===== config.mk =====
export PLATFORM = sky130hd
export DESIGN_NAME = rect_engine
export DESIGN_NICKNAME = d
export VERILOG_FILES = /design/src/rtl/rect_engine.sv
export SDC_FILE = /design/constraint.sdc
export NUM_CORES = 1
export LEC_CHECK = 0
export CAP_MARGIN = 40
export CORE_UTILIZATION = 40
export DETAILED_ROUTE_END_ITERATION = 8
export SYNTH_ARGS = -nofsm -noshare
export SYNTH_HDL_FRONTEND = slang
export SYNTH_SLANG_ARGS = --single-unit

===== constraint.sdc =====
create_clock -name clk -period 6.1 [get_ports clk]
set_input_delay 0.61 -clock clk [delete_from_list [all_inputs] [get_ports clk]]
set_output_delay 0.61 -clock clk [all_outputs]
set_load 0.01 [all_outputs]

===== src/rtl/rect_engine.sv =====
// rect_engine: rectangle rasteriser with fill/outline modes, screen clipping, abort and valid/ready pixel output
module rect_engine #(
   parameter int COORD_W  = 8,
   parameter int COLOUR_W = 3,
   parameter int SCREEN_W = 160,
   parameter int SCREEN_H = 120
) (
   input  logic                clk,
   input  logic                resetn,
   input  logic                start,
   input  logic                abort,
   input  logic                mode,
   input  logic [COORD_W-1:0]  start_x,
   input  logic [COORD_W-1:0]  start_y,
   input  logic [COORD_W-1:0]  width,
   input  logic [COORD_W-1:0]  height,
   input  logic [COLOUR_W-1:0] colour_in,
   input  logic                pix_ready,
   output logic                pix_valid,
   output logic [COORD_W-1:0]  x_out,
   output logic [COORD_W-1:0]  y_out,
   output logic [COLOUR_W-1:0] colour_out,
   output logic                busy,
   output logic                done
);
   typedef enum logic [1:0] {IDLE, DRAW, DONE} state_t;
   localparam logic [COORD_W:0] X_LIM = (COORD_W+1)'(SCREEN_W);
   localparam logic [COORD_W:0] Y_LIM = (COORD_W+1)'(SCREEN_H);
   state_t state;
   logic [COORD_W-1:0] sx, sy, w, h, dx, dy, wm1, hm1, ndx, ndy;
   logic [COORD_W:0] nx, ny;
   logic outline, last, nclip;
   function automatic logic clip(input logic [COORD_W:0] x, input logic [COORD_W:0] y);
      return x[COORD_W] | y[COORD_W] | (x >= X_LIM) | (y >= Y_LIM);
   endfunction
   // next candidate in row-major order; outline interior rows jump straight from the left to the right edge
   always_comb begin
      wm1   = w - 1'b1;
      hm1   = h - 1'b1;
      last  = (dx == wm1) && (dy == hm1);
      ndx   = (dx == wm1) ? '0 :
              (outline && dx == '0 && dy != '0 && dy != hm1) ? wm1 : dx + 1'b1;
      ndy   = (dx == wm1) ? dy + 1'b1 : dy;
      nx    = {1'b0, sx} + {1'b0, ndx};
      ny    = {1'b0, sy} + {1'b0, ndy};
      nclip = clip(nx, ny);
   end
   // command latch, scan sequencing and registered pixel outputs
   always_ff @(posedge clk or negedge resetn) begin
      if (!resetn) begin
         state      <= IDLE;
         sx         <= '0;
         sy         <= '0;
         w          <= '0;
         h          <= '0;
         dx         <= '0;
         dy         <= '0;
         outline    <= 1'b0;
         pix_valid  <= 1'b0;
         x_out      <= '0;
         y_out      <= '0;
         colour_out <= '0;
         busy       <= 1'b0;
         done       <= 1'b0;
      end else if (abort && state != IDLE) begin
         state     <= IDLE;
         pix_valid <= 1'b0;
         busy      <= 1'b0;
         done      <= 1'b0;
      end else begin
         case (state)
            IDLE: if (start) begin
               sx         <= start_x;
               sy         <= start_y;
               w          <= width;
               h          <= height;
               outline    <= mode;
               dx         <= '0;
               dy         <= '0;
               x_out      <= start_x;
               y_out      <= start_y;
               colour_out <= colour_in;
               if (width == '0 || height == '0) begin
                  state <= DONE;
                  done  <= 1'b1;
               end else begin
                  state     <= DRAW;
                  busy      <= 1'b1;
                  pix_valid <= !clip({1'b0, start_x}, {1'b0, start_y});
               end
            end
            DRAW: if (!pix_valid || pix_ready) begin
               if (last) begin
                  state     <= DONE;
                  busy      <= 1'b0;
                  pix_valid <= 1'b0;
                  done      <= 1'b1;
               end else begin
                  dx        <= ndx;
                  dy        <= ndy;
                  x_out     <= nx[COORD_W-1:0];
                  y_out     <= ny[COORD_W-1:0];
                  pix_valid <= !nclip;
               end
            end
            DONE: begin
               state <= IDLE;
               done  <= 1'b0;
            end
            default: state <= IDLE;
         endcase
      end
   end
endmodule


==> key figures <==
Outcome
  – Status: finished clean

Yosys
  – Main flop type after synthesis: dfrtp_1
  – Synthesis-stage register bit count: 73
  – Synth top area share: 35.57%
  – Yosys warning count: 0
  – Leading area contributor after synthesis: dfrtp_1
  – Syn_nets: 652
  – Mapped Area: 5136 µm²
  – Post-synthesis cell type count: 68
  – Syn avg cell area: 8.765 µm²
  – Number of synthesized flops with an enable pin: 0
  – Count leader, synth: nand2_1
  – Fraction of registers with async set/reset: 100.0%
  – Syn Inst Count: 586
  – Post-synth top cells: 149 x nand2_1, 73 x dfrtp_1, 41 x nor2_1
  – Synth area leaders: dfrtp_1 36%, nand2_1 11%, ha_1 5.6%
  – Sequential area share after synthesis: 35.57%

Route
  – Antenna-violating nets left: 0
  – Total Wirelength: 13.24 mm
  – DRT Pass-1 Iters: 6
  – Vias post-DR: 4,411
  – DR WL/cell: 16.33 µm
  – Initial DRC count: 226
  – Vias per inst: 5.439
  – DRC: 0

Floorplan
  – Ports: 63
  – Die width: 115.3 µm
  – Core ar.: 12,570 µm²
  – Die Span Y: 115.3 µm
  – Rows: 41
  – DIE AREA: 13,300 µm²
  – Initial core utilization: 40.87%

Clock network
  – PostCTS Resize Cnt: 0
  – Post-CTS setup buffers: 0
  – Clk_lat worst skew: 340 ps
  – TritonCTS clock tree: built
  – CTS Hold Buffers Added: 0
  – CTS max path bufs: 2
  – Clock Sinks: 73
  – Num CTS Buffers: 9
  – CTS Root Cell: clkbuf_16
  – H-tree level count: 3
  – CTS clk-pin slew, worst paths: 60 ps

Worst setup path
  – Critical Path RT: 6390 ps
  – Reg2reg start: h[0]$_DFFE_PN0P_
  – Reg2reg end: pix_valid$_DFFE_PN0P_
  – R2R depth: 18
  – Critical path data arrival time: 5030 ps
  – Worst Path Max Fanout: 12
  – Critical setup path kind: reg -> reg
  – Startpoint types: register
  – Critical Path End Type: register
  – Reg2Reg Setup Slack: 1350 ps

Cells and area
  – Post-Layout Cell Count: 811
  – Diode count: 0
  – Fillers: 1,167
  – Layout cell share with drive strength beyond 1: 8.607%
  – # nets final: 700
  – Final core area utilization: 49.30%
  – P&R area growth vs syn: 20.63%

Placed design
  – DP Wirelength: 9.805 mm
  – Placed cell count: 795
  – GPL Wtd Cong: 0.9197
  – I/O Buffers: 62

Pwr
  – VDD IR max: 0.1732 mV
  – Pwr dens: 480.0 nW/µm²
  – Clock network power share: 17.9%
  – Switch Pwr: 1.224 mW
  – Leak: 2.814 nW
  – Comb pwr share: 53.0%
  – Total Power: 2.974 mW
  – Reg power frac: 29.1%
  – P_int: 1.750 mW
  – Switching share of power: 41.17%

Timing
  – Clock Skew: 2.881 ps
  – Endpoints failing setup: 0
  – Fmax: 210.6 MHz
  – Worst-case hold slack: 210.6 ps
  – Slew Limit Fails: 0
  – Min Tclk post-route: 4749 ps
  – RSZ-0062 raised after global routing: false
  – Sum Neg Setup Slack: 0 ps
  – Period utilisation layout: 77.85%
  – Hold Fails Final Rpt: 0
  – Worst Max-Slew Pin Slew: 806.2 ps
  – Slew headroom: 45.85%

Global routing
  – Total track usage: 21.36%
  – Largest net degree at the start of global routing: 43
  – Met3 usage: 4.744%
  – Number of global-route vias before repair: 4,327
  – Most used routing layer: met2
  – GRT overflow: 0
  – First-pass GRT wire length: 21.82 mm
  – Met1 Resource Use GR: 27.74%
  – Met2 Usage GRT: 35.69%
  – Initial antenna violation count: 0

Flow run
  – Max_cap viols: 0

Worst hold path
  – Hold crit path type: in -> async
## kinds of logic (layout without fill, tap and decap cells)
kind of cell / after synthesis / after routing / share of synthesized area, %
fa+ha+maj: 26 / 26 / 6.577
simple gates: 253 / 253 / 23.19
flops: 73 / 73 / 35.57
compound gates: 117 / 117 / 16.15
buf+inv: 49 / 102 / 4.385
xor+xnor: 49 / 49 / 8.940
mux: 19 / 19 / 5.189
## per-stage QoR
step / setup slack [ps] / cell area [µm²]
CTS: 1379 / 6196
global route: 1029 / 6196
floorplan: 1836 / 5136
global placement: 1586 / 5836
finish: 1351 / 6196
detailed placement: 1435 / 5906
## final cells by class
type / count / area [µm²] / area share, %
Sequential cell: 73 / 1827 / 29.48
Tap cell: 172 / 215.2 / 3.473
Inverter: 18 / 67.56 / 1.090
Multi-Input combinational cell: 464 / 3085 / 49.80
Timing Repair Buffer: 68 / 710.7 / 11.47
Clock buffer: 13 / 250.2 / 4.039
Clock inverter: 3 / 40.04 / 0.6462
## state kept, by name, summed over array words and instances, names as in the netlist
register and cells:
h 8, sx 8, state 2, x_out 8, outline 1, done 1
sy 8, dy 8, w 8, y_out 8, pix_valid 1, colour_out 3
busy 1, dx 8
## worst max path at each step
stage	startpoint	endpoint	slack, ps	cells after the start
global placement	h[3]$_DFFE_PN0P_	pix_valid$_DFFE_PN0P_	1590	16
detailed placement	h[0]$_DFFE_PN0P_	pix_valid$_DFFE_PN0P_	1440	18
floorplan	w[0]$_DFFE_PN0P_	pix_valid$_DFFE_PN0P_	1840	18
global route	w[0]$_DFFE_PN0P_	pix_valid$_DFFE_PN0P_	1030	16
finish	h[0]$_DFFE_PN0P_	pix_valid$_DFFE_PN0P_	1350	18
CTS	h[0]$_DFFE_PN0P_	pix_valid$_DFFE_PN0P_	1380	18
## per-layer routing
metal | vias to the layer above | routed length (µm) | part of all wire [%]
li1 | 2129 | - | -
met1 | 2152 | 6040 | 46
met2 | 110 | 6318 | 48
met3 | 20 | 675 | 5.1
met4 | 0 | 210 | 1.6
met5 | - | 0 | 0
## placed cells by master (no fill, tap or decap), types with 4 or more instances in the layout
| master | n |
|---|---|
| ha_1 | 23 |
| nand3_1 | 7 |
| clkbuf_16 | 9 |
| nor2_1 | 41 |
| a31oi_1 | 5 |
| o211ai_1 | 6 |
| o22ai_1 | 6 |
| a22o_1 | 5 |
| mux2_4 | 15 |
| inv_1 | 18 |
| buf_4 | 4 |
| nand4_1 | 7 |
| o21a_1 | 6 |
| nand2b_1 | 4 |
| a21oi_1 | 15 |
| a22oi_1 | 5 |
| dfrtp_1 | 73 |
| o2bb2ai_1 | 4 |
| or4_1 | 4 |
| nor3_1 | 8 |
| o21ai_0 | 29 |
| a21o_1 | 6 |
| nand2_1 | 149 |
| nor4_1 | 4 |
| xnor2_1 | 30 |
| xor2_1 | 17 |
| clkdlybuf4s50_1 | 61 |
| a211oi_1 | 5 |
## worst max-delay path, cell delays in order, from the launching register on
cell and delay (ps):
dfrtp_1 410, inv_1 90, ha_1 220, nand2b_1 120, or3_1 390, a211oi_2 260
or4b_4 540, nand2_2 260, mux2i_1 270, nor2_1 70, ha_1 240, fa_1 410
a21o_1 180, a21oi_1 210, o21ai_0 170, a21o_1 210, a211oi_1 270, and4_1 230
a31o_2 150
## power by group through the flow
stage               registers [mW]  clock network [mW]  logic, mW
floorplan                    0.821                   0       1.15
global placement             0.867                   0       1.52
detailed placement           0.867                   0       1.57
CTS                          0.865               0.546       1.58
global route                 0.892               0.565       1.73
finish                       0.865               0.532       1.58
Power figures use the tool's default switching activity.
